## config.mk

```make
export PLATFORM = sky130hd
export DESIGN_NAME = zest_ad7794_spi
export DESIGN_NICKNAME = d
export VERILOG_FILES = /design/src/rtl/zest_ad7794_spi.sv
export SDC_FILE = /design/constraint.sdc
export NUM_CORES = 1
export LEC_CHECK = 0
export ABC_AREA = 1
export CORE_MARGIN = 2
export CORE_UTILIZATION = 53
export CTS_CLUSTER_DIAMETER = 60
export DETAILED_ROUTE_END_ITERATION = 7
export GPL_TIMING_DRIVEN = 1
export PLACE_DENSITY = 0.86
export SKIP_CTS_REPAIR_TIMING = 1
export SLEW_MARGIN = 30
export SYNTH_ARGS = -nofsm -noshare
export SYNTH_HDL_FRONTEND = slang
export SYNTH_SLANG_ARGS = --single-unit
```

## constraint.sdc

```tcl
create_clock -name clk -period 1.9 [get_ports clk]
set_input_delay 0.57 -clock clk [delete_from_list [all_inputs] [get_ports clk]]
set_output_delay 0.57 -clock clk [all_outputs]
set_load 0.005 [all_outputs]
```

## src/rtl/zest_ad7794_spi.sv

```systemverilog
// zest_ad7794_spi: AD7794 SPI master (mode 3, DIV clk per SCLK half-period); optional RDY wait via ZEST_AD7794_RDY_WAIT_EN
module zest_ad7794_spi #(
  parameter int DIV = 4,
  parameter int TIMEOUT = 65535
) (
  input  logic        clk,
  input  logic        rst_n,
  input  logic        start,
  input  logic        rd,
  input  logic [2:0]  addr,
  input  logic [1:0]  nbytes,
  input  logic        reset_seq,
  input  logic        wait_rdy,
  input  logic [23:0] wdata,
  output logic        busy,
  output logic        done,
  output logic [23:0] rdata,
  output logic        timeout,
  output logic        U18_CS,
  output logic        U18_SCLK,
  output logic        U18_DIN,
  output logic        U18_CLK,
  input  logic        U18_DOUT_RDY
);
  typedef enum logic [2:0] {IDLE, SETUP, WAIT_RDY, SHIFT, HOLD, GAP} state_t;
  localparam logic [8:0] DIV_M1 = 9'(DIV - 1);
  localparam logic [8:0] HALF = 9'(DIV);
  localparam logic [8:0] BIT_M1 = 9'(2 * DIV - 1);
  localparam logic [8:0] SMP = 9'(DIV - 2);
`ifdef ZEST_AD7794_RDY_WAIT_EN
  localparam logic WAIT_EN = 1'b1;
`else
  localparam logic WAIT_EN = 1'b0;
`endif
  state_t state, state_n;
  logic [8:0] cnt, cnt_n;
  logic [4:0] bit_cnt, bit_cnt_n, last_bit;
  logic [31:0] tx, tx_n;
  logic rd_q, clr_q, wait_q, rdy_low, rdy_to;
  assign U18_CLK = 1'b0;
  // next state, phase counter and transmit shifter
  always_comb begin
    state_n = state;
    cnt_n = cnt + 9'd1;
    bit_cnt_n = bit_cnt;
    tx_n = tx;
    case (state)
      IDLE: begin
        cnt_n = '0;
        if (start) begin
          state_n = SETUP;
          tx_n = reset_seq ? '1 : {1'b0, rd, addr, 3'b000, wdata << (8 * (3 - nbytes))};
        end
      end
      SETUP: if (cnt == DIV_M1) begin
        cnt_n = '0;
        state_n = wait_q ? WAIT_RDY : SHIFT;
      end
      WAIT_RDY: begin
        cnt_n = '0;
        state_n = rdy_low ? SHIFT : rdy_to ? HOLD : WAIT_RDY;
      end
      SHIFT: if (cnt == BIT_M1) begin
        cnt_n = '0;
        tx_n = {tx[30:0], 1'b1};
        bit_cnt_n = bit_cnt == last_bit ? 5'd0 : bit_cnt + 5'd1;
        state_n = bit_cnt == last_bit ? HOLD : SHIFT;
      end
      HOLD: if (cnt == DIV_M1) begin
        cnt_n = '0;
        state_n = GAP;
      end
      GAP: if (cnt == DIV_M1) begin
        cnt_n = '0;
        state_n = IDLE;
      end
      default: state_n = IDLE;
    endcase
  end
  // state, request latch and registered pin/handshake outputs
  always_ff @(posedge clk or negedge rst_n) begin
    if (!rst_n) begin
      state <= IDLE;
      cnt <= '0;
      bit_cnt <= '0;
      tx <= '1;
      last_bit <= '0;
      rd_q <= 1'b0;
      clr_q <= 1'b0;
      wait_q <= 1'b0;
      busy <= 1'b0;
      done <= 1'b0;
      U18_CS <= 1'b1;
      U18_SCLK <= 1'b1;
      U18_DIN <= 1'b1;
    end else begin
      state <= state_n;
      cnt <= cnt_n;
      bit_cnt <= bit_cnt_n;
      tx <= tx_n;
      if (state == IDLE && start) begin
        last_bit <= reset_seq ? 5'd31 : {nbytes, 3'b111};
        rd_q <= rd & ~reset_seq;
        clr_q <= rd | reset_seq;
        wait_q <= wait_rdy & WAIT_EN & ~reset_seq;
      end
      busy <= state_n != IDLE;
      done <= state == GAP && cnt == DIV_M1;
      U18_CS <= !(state_n inside {SETUP, WAIT_RDY, SHIFT, HOLD});
      U18_SCLK <= !(state_n == SHIFT && cnt_n < HALF);
      U18_DIN <= state_n == SHIFT ? tx_n[31] : 1'b1;
    end
  end
  // read shifter: cleared as a read or reset frame starts clocking, then fills after the command byte
  always_ff @(posedge clk or negedge rst_n) begin
    if (!rst_n) rdata <= '0;
    else if (state != SHIFT && state_n == SHIFT && clr_q) rdata <= '0;
    else if (state == SHIFT && cnt == SMP && rd_q && |bit_cnt[4:3]) rdata <= {rdata[22:0], U18_DOUT_RDY};
  end
`ifdef ZEST_AD7794_RDY_WAIT_EN
  localparam logic [19:0] TO_M1 = 20'(TIMEOUT - 1);
  logic [1:0] rdy_sync;
  logic [19:0] to_cnt;
  assign rdy_low = !rdy_sync[1];
  assign rdy_to = to_cnt == TO_M1;
  // RDY synchronizer and wait budget, running only while waiting; sticky timeout until the next accept
  always_ff @(posedge clk or negedge rst_n) begin
    if (!rst_n) begin
      rdy_sync <= 2'b11;
      to_cnt <= '0;
      timeout <= 1'b0;
    end else begin
      rdy_sync <= state == WAIT_RDY ? {rdy_sync[0], U18_DOUT_RDY} : 2'b11;
      to_cnt <= state == WAIT_RDY ? to_cnt + 20'd1 : '0;
      if (state == IDLE && start) timeout <= 1'b0;
      else if (state == WAIT_RDY && !rdy_low && rdy_to) timeout <= 1'b1;
    end
  end
`else
  logic unused_cfg;
  assign unused_cfg = TIMEOUT == 0;
  assign rdy_low = 1'b1;
  assign rdy_to = 1'b0;
  assign timeout = 1'b0;
`endif
endmodule

```

# Word level (Yosys, flattened, before mapping)
# Cells that the tools add are included.
totals:
  ff_bits: 85
  out_inout_bits: 31
  wordCells: 77
op_classes:
  n_addsub: 3
  n_lt_le_gt_ge: 1
  n_eq_ne: 16
  shift: 1
  mux: 19
  n_bitwise: 3
  reduce_logical: 20
op_table:
  columns: ["op", "count"]
  rows:
  - ["two-way mux 32 bit", 3]
  - ["case mux 32 bit (2 select lines)", 1]
  - ["two-way mux 24 bit", 2]
  - ["<< shifter 24 x 32 -> 24 bit", 1]
  - ["case mux 9 bit (3 select lines)", 1]
  - ["== test 9 x 2 -> 1 bit, second input constant", 2]
  - ["two-way mux 3 bit", 6]
  - ["two-way mux 9 bit", 2]
  - ["case mux 3 bit (6 select lines)", 1]
  - ["== test 3 x 2 -> 1 bit, second input constant", 4]
  - ["two-way mux 5 bit", 2]
  - ["adder 9 x 1 -> 9 bit, second input constant", 1]
  - ["== test 3 bit, second input constant", 3]
  - ["== test 9 x 3 -> 1 bit, second input constant", 1]
  - ["less-than comparator 9 x 3 -> 1 bit, second input constant", 1]
  - ["logical AND 1 bit", 8]
  - ["== test 3 x 1 -> 1 bit, second input constant", 2]
  - ["adder 5 x 1 -> 5 bit, second input constant", 1]
  - ["== test 5 bit", 1]
  - ["!= test 2 bit, second input constant", 2]
  - ["nonzero test 2 bit", 2]
  - ["nonzero test 4 bit", 1]
  - ["OR reduction 2 bit", 2]
  - ["zero test 3 bit", 1]
  - ["11 further kinds", 12]

# Logic depth before layout (Yosys ltp)
# Gate-level depths: netlist (run 1).
depth:
  word_depth: 8
  depth_mapped: 11
  depth_no_buf: 10

# Worst setup path before layout (run 1)
# OpenSTA, ideal clock, no wires.
synth_timing:
  path_type: "reg2reg"
  from: "reg cnt[0]"
  to: "reg rdata[10]"
  setup_time_ns: 0.113
  arrival_time_ns: 1.417
  t_required_ns: 1.787
  slack_ns: 0.371
  path_stages_with_launch: 10
  period_less_slack_ns: 1.529
  path_cell_list: "dfrtp_1 > ha_1 > nand2_1 > nor2_1 > nand2_2 > o21ai_2 > nand2_2 > buf_6 > nand2_1 > inv_1"
synth_between:
  elab_chain_cells: 7
synth_lines:
  columns: ["element", "line", "source"]
  rows:
  - ["start, declared", "36", "logic [8:0] cnt, cnt_n;"]
  - ["start signal, assigned", "98", "cnt <= cnt_n;"]
  - ["== test 9 x 2 -> 1 bit / == test 9 x 3 -> 1 bit (equally long branches)", null, null]
  - ["two-way mux 3 bit, on equally long branches", null, null]
  - ["case mux 3 bit (6 select lines)", "47", "case (state)"]
  - ["== test 3 x 2 -> 1 bit", "117", "else if (state != SHIFT && state_n == SHIFT && clr_q) rdata <= '0;"]
  - ["logical AND 1 bit (2 in series)", "117", null]
  - ["two-way mux 24 bit / nonzero test 2 bit (equally long branches)", null, null]
  - ["end signal, assigned", "118", "else if (state == SHIFT && cnt == SMP && rd_q && |bit_cnt[4:3]) rdata <= {rdata[22:0], U18_DOUT_RDY};"]
  - ["end, declared", "17", "output logic [23:0] rdata,"]
# Several ways; a longest one is shown, not always the timed one.
# A chain may end at the register's enable or synchronous reset.

# Worst setup path after layout (run 1)
layout_timing:
  from: "reg rdata[3]"
  to: "out rdata[3]"
# No word-level cell between the ends.

==> flow_summary_export.csv, run 1 <==
group,metric,value,unit
route,ant_nets,0,
critical_path,critical_path_arrival,1.28,ns
floorplan,coreArea,0.008217,mm^2
floorplan,fp.dieW,95.87,um
logic_synthesis,synth_area_leaders,"dfrtp_1 27%, dfstp_2 21%, nand2_1 14%",
final_layout,layout_commonest_cell,"nand2_1",
status,status,"finished clean",
power_and_ir_drop,fin_total_pwr,0.003151,W
final_layout,final_core_util,66.73,%
route,vias_per_cell,5.259,
placement,dpl.cell_count,742,
timing,setup_ws,0.04758,ns
placement,io_buffers,63,
logic_synthesis,synth_ff_type,"dfrtp_1",
critical_path,worst-path-buf-inv,1,
critical_path,crit_path_end_kind,"output port",
floorplan,die_h,95.87,um
final_layout,antenna_cells,0,
timing,rsz0062_at_grt,"false",
global_routing,grt_usage,23.05,%
critical_path,critPathTopFamily,"buffers and inverters",
critical_path,worstPathCellList,"clkdlybuf4s50_1",
logic_synthesis,synthSimpleGateAreaFrac,23.13,%
clock_network,cts_root_buf,"clkbuf_8",
critical_path,critPathRequiredTime,1.33,ns
timing,finalCritPeriodShare,97.50,%
critical_path,critPathMaxFanout,3,
final_layout,drive_above_1_share,14.55,%
clock_network,numCtsBuffers,9,
timing,clock_skew,0.01090,ns
power_and_ir_drop,powerDensity,574.7,mW/mm^2
logic_synthesis,synth-xor-area-share,0.5874,%
route,drt_iter0_drc,212,
logic_synthesis,yosys_register_bits,83,
placement,gp_congestion,0.8775,
final_layout,layout.cells.non_filler,758,
logic_synthesis,synth_top_cell_by_area,"dfrtp_1",
global_routing,grt_pass1_wl,16480,um
logic_synthesis,synth_top_area_share,26.85,%
timing,fin_crit,1.852,ns
final_layout,area_delta_synth_final,22.57,%
clock_network,cts_tree,"yes",
global_routing,antenna_found_initial,0,
logic_synthesis,syn_area_per_cell,7.712,um^2
floorplan,ios,67,
global_routing,grt-ovfl-total,0,
timing,hold_viol,0,
hold_path,hp-class,"in2async",
timing,fmax,539.8,MHz
clock_network,clock-sinks,83,
global_routing,first_global_vias,3784,
power_and_ir_drop,p_leak,2.785,nW
final_layout,num-fill-cells,681,
logic_synthesis,ys_warn_count,0,
logic_synthesis,synth-seq-area-share,47.41,%
critical_path,critPathKind,"reg2out",
logic_synthesis,netlist_instances,580,
logic_synthesis,synth_top_family_by_area,"simple AND/OR/NAND/NOR gates",
placement,pre_cts_ws,-0.08181,ns
logic_synthesis,synth_mux_area_share,0,%
critical_path,slowest_delay,0.52,ns
floorplan,fp-row-count,33,
critical_path,cp-start-kind,"flop",
clock_network,clkTransAtPathRegs,0.08,ns
logic_synthesis,ys_types,33,
logic_synthesis,synthAdderAreaFrac,0.8392,%
timing,maxSlewViolCount,0,
floorplan,dieArea,0.009190,mm^2
clock_network,clk_path_buf_depth,2,
route,totalWireLength,9924,um
logic_synthesis,synth_compound_area_share,15.22,%
final_layout,nets,687,
final_layout,layout_common_cells,"168 x nand2_1, 101 x inv_1, 59 x clkdlybuf4s50_1, 48 x dfrtp_1, 38 x a21oi_1",
route,vias,3986,
critical_path,cp_slowest_cell,"clkdlybuf4s50_1",
clock_network,clock_latency,0.36,ns
timing,setup_violations,0,
route,detail_route.wl_per_cell,13.09,um
clock_network,h-tree-depth,3,
logic_synthesis,syn_area,0.004473,mm^2
route,drt_pre_antenna_iters,4,
global_routing,grt_max_degree,49,
placement,place_hpwl,7159,um
floorplan,start_util,54.44,%
power_and_ir_drop,ir_drop,0.3734,mV
logic_synthesis,ys_async_sr_fraction,100.0,%
logic_synthesis,synth-edff-count,0,
route,drc,0,
job,cap_violations,0,
==> synth_stat cells (6+ instances only) <==
master / number
nand2_1: 168
o2111ai_1: 7
o21ai_0: 34
inv_1: 101
nand2_2: 7
nor3_1: 6
buf_2: 8
buf_6: 6
nor2_1: 16
inv_2: 7
o21ai_1: 16
nand3_1: 35
o221ai_1: 8
o211ai_1: 6
dfstp_2: 35
a21oi_1: 38
dfrtp_1: 48
==> final timing paths <==
path,endpoint,from,slack (ns),cells past startpoint
worst max-delay path,rdata[3],rdata[3],0.05,1
worst min-delay path,rdata[21],rst_n,0.16,1
worst max register to register,U18_SCLK,cnt[0],0.18,10
worst min register to register,tx[12],tx[12],0.49,2
max in group asynchronous,tx[1],rst_n,1.18,2
min in group clk,tx[12],tx[12],0.49,2
==> cell type report <==
| type | instances | area, um^2 | share of cell area (%) |
|---|---|---|---|
| sequential | 83 | 2121 | 38.68 |
| multi-input combinational | 365 | 1789 | 32.63 |
| timing repair buffer | 80 | 850.8 | 15.52 |
| inverter | 109 | 414.1 | 7.554 |
| clock buffer | 10 | 137.6 | 2.510 |
| tap | 105 | 131.4 | 2.396 |
| clock inverter | 6 | 38.79 | 0.7074 |
==> flip-flops by register name, indices dropped and copies added (netlist names) <==
name and flops:
U18_CS 1, U18_DIN 1, U18_SCLK 1, bit_cnt 5, busy 1, clr_q 1
cnt 9, done 1, last_bit 3, rd_q 1, rdata 24, state 3
tx 32
==> layer usage <==
metal,vias to the layer above,part of all wire [%],GRT usage [%]
met3,21,5.1,3.915
li1,1967,-,-
met5,-,0,0
met2,133,52,39.86
met1,1865,42,28.65
met4,0,1.8,9.405
==> power breakdown <==
| group | internal [W] | switching [W] |
|---|---|---|
| logic | 0.000101 | 0.000105 |
| clock network | 0.000508 | 0.000660 |
| registers | 0.00177 | 0.00000300 |
| total | 0.00238 | 0.000768 |
==> cells by family (layout without fill, tap and decap cells) <==
| logic type | Yosys count | after routing |
|---|---|---|
| AOI/OAI and AO/OA | 116 | 116 |
| xor gates and xnor gates | 3 | 3 |
| adders and majority gates | 3 | 3 |
| buffers and inverters | 133 | 205 |
| DFF | 83 | 83 |
| other | 1 | 2 |
| and+or+nand+nor | 241 | 241 |
==> per-stage QoR <==
| step | cell area [um^2] | hold slack (ns) | TNS, ns |
|---|---|---|---|
| after floorplan | 4477 | 0.2744 | 0 |
| after global placement | 5291 | 0.4587 | -0.2259 |
| after detailed placement | 5291 | 0.4797 | -1.184 |
| after CTS | 5468 | 0.1598 | -0.1524 |
| after global routing | 5483 | 0.1699 | 0 |
| final | 5483 | 0.1628 | 0 |
No activity file was read; power rests on OpenSTA's default activity.
==> inputs of run 2 (changes only) <==
--- a/config.mk
+++ b/config.mk
@@ -12,8 +12,8 @@
 export DETAILED_ROUTE_END_ITERATION = 7
 export GPL_TIMING_DRIVEN = 1
 export PLACE_DENSITY = 0.86
+export SETUP_SLACK_MARGIN = 0.5
 export SKIP_CTS_REPAIR_TIMING = 1
-export SLEW_MARGIN = 30
 export SYNTH_ARGS = -nofsm -noshare
 export SYNTH_HDL_FRONTEND = slang
 export SYNTH_SLANG_ARGS = --single-unit
==> run 2 against run 1 <==
Die area unchanged; worst hold slack worse by 0.073 ns; clock-buffer cell count down 1; wire length up 41%; sequential cell count unchanged; critical endpoint is now rdata[5]; core utilization up 8.9 points.
==> flow_summary_export.csv, run 2 (same netlist as run 1, synthesis figures left out) <==
group,metric,value,unit
final_layout,nets,728,
critical_path,crit_path_end_kind,"flop",
final_layout,largest_registers,"tx x32, rdata x24, cnt x9",
critical_path,critical_path_arrival,2.06,ns
power_and_ir_drop,power.share.clock,42.3,%
power_and_ir_drop,power.internal,0.002624,W
timing,setup_violations,0,
hold_path,hp-class,"in2async",
global_routing,grt_max_degree,49,
timing,maxSlewViolCount,0,
power_and_ir_drop,p_leak,3.104,nW
timing,rsz0062_at_grt,"true",
final_layout,drive_above_1_share,35.16,%
power_and_ir_drop,powerDensity,556.9,mW/mm^2
placement,gp_congestion,0.8565,
placement,place_hpwl,7199,um
power_and_ir_drop,p_sw,0.0008359,W
status,status,"finished clean",
global_routing,grt_pass1_wl,16770,um
job,cap_violations,0,
power_and_ir_drop,fin_total_pwr,0.003460,W
final_layout,layout_common_cells,"137 x nand2_1, 94 x inv_1, 47 x dfrtp_1, 36 x a21oi_1, 35 x dfstp_2",
power_and_ir_drop,ir_drop,0.4220,mV
floorplan,coreArea,0.008217,mm^2
final_layout,largest_register_ffs,32,
final_layout,antenna_cells,0,
floorplan,ios,67,
timing,clock_skew,0.01206,ns
floorplan,die_h,95.87,um
route,ant_nets,0,
power_and_ir_drop,combPwrFrac,6.2,%
global_routing,first_global_vias,3798,
floorplan,start_util,54.44,%
floorplan,fp.dieW,95.87,um
route,vias,4577,
timing,hold_viol,0,
floorplan,dieArea,0.009190,mm^2
clock_network,clkTransAtPathRegs,0.09,ns
timing,fmax,559.6,MHz
route,totalWireLength,14010,um
global_routing,grt_usage,23.69,%
placement,io_buffers,63,
global_routing,antenna_found_initial,0,
clock_network,numCtsBuffers,9,
clock_network,cts_tree,"yes",
route,drt_pre_antenna_iters,6,
timing,fin_crit,1.787,ns
critical_path,critPathMaxFanout,12,
global_routing,grt-ovfl-total,0,
route,detail_route.wl_per_cell,17.54,um
critical_path,critPathKind,"reg2reg",
critical_path,cp-start-kind,"flop",
floorplan,fp-row-count,33,
critical_path,critPathRequiredTime,2.17,ns
power_and_ir_drop,netSwitchingFraction,24.16,%
final_layout,regMostFlops,"tx",
timing,finalCritPeriodShare,94.05,%
clock_network,clock_latency,0.38,ns
power_and_ir_drop,p_seq_share,51.5,%
placement,dpl_cell_area,0.005261,mm^2
clock_network,h-tree-depth,3,
final_layout,fin_area,0.006213,mm^2
route,drc,0,
final_layout,area_delta_synth_final,38.91,%
clock_network,cts_root_buf,"clkbuf_8",
clock_network,clk_path_buf_depth,2,
final_layout,layout_commonest_cell,"nand2_1",
clock_network,clock-sinks,83,
route,drt_iter0_drc,321,
route,vias_per_cell,5.728,
run 2: cell types whose count changed in the layout (fill, tap and decap cells not counted), moves of 7 or more:
cell,change
inv_1,-7
clkbuf_2,+29
nand3_2,+16
buf_4,+23
buf_6,+7
nand2_2,+14
clkdlybuf4s50_1,-26
nand2_4,+18
nand3_1,-19
nand2_1,-31
run 2: final timing paths:
check                           startpoint  endpoint  cells after the start  slack [ns]
worst max-delay path                cnt[8]  rdata[5]                      9        0.11
worst min-delay path                 rst_n    cnt[1]                      1        0.09
worst max register to register      cnt[8]  rdata[5]                      9        0.11
worst min register to register      tx[11]    tx[11]                      2        0.49
max in group asynchronous            rst_n     tx[0]                      2        1.25
min in group clk                    tx[11]    tx[11]                      2        0.49
run 2: through the flow:
step	instances	setup WS (ns)	hold WS (ns)	setup TNS (ns)	utilization, %
3_3_place_gp	741	0.01170	0.4605	0	64.03
5_1_grt	799	0.06866	0.1115	0	75.62
6_report	799	0.1130	0.08976	0	75.62
2_1_floorplan	581	0.3961	0.2744	0	-
4_1_cts	757	-0.05554	0.09768	-0.1827	66.71
3_5_place_dp	741	-0.03804	0.4742	-0.1663	64.03
run 2: final cells by class:
type                    count  area [um^2]
multi-input cells         367         2223
repair inverters            4        55.05
well taps                 105        131.4
inverters                 109        436.7
clock inverters             7        96.34
flip-flops and latches     83         2122
fillers                   510         2003
repair buffers            115         1025
clock buffers               9        123.9
run 2: worst max-delay path, cell delays in order, from the launching register on:
cell and delay, ns:
dfrtp_1 0.45, inv_1 0.14, nand2_2 0.12, nor2_4 0.18
nand2_4 0.09, o21ai_4 0.27, buf_6 0.16, nand2_8 0.08
nand2_1 0.11, inv_1 0.05
run 2: power groups by stage:
| stage | clock network (W) | logic, W | registers [W] |
|---|---|---|---|
| 3_3_place_gp | 0 | 0.000202 | 0.00181 |
| 2_1_floorplan | 0 | 0.0000629 | 0.00181 |
| 6_report | 0.00146 | 0.000214 | 0.00178 |
| 4_1_cts | 0.00144 | 0.000207 | 0.00178 |
| 3_5_place_dp | 0 | 0.000205 | 0.00181 |
| 5_1_grt | 0.00154 | 0.000235 | 0.00178 |
run 2: metal layers:
layer  vias to the layer above  global-route usage, %  wire length [um]  part of all wire, %
met1                      2147                  28.02              4839                   35
met4                         0                  9.048               687                  4.9
met2                       300                  42.60              7392                   53
met5                         -                      0                 0                    0
met3                        74                  4.385              1092                  7.8
li1                       2056                      -                 -                    -
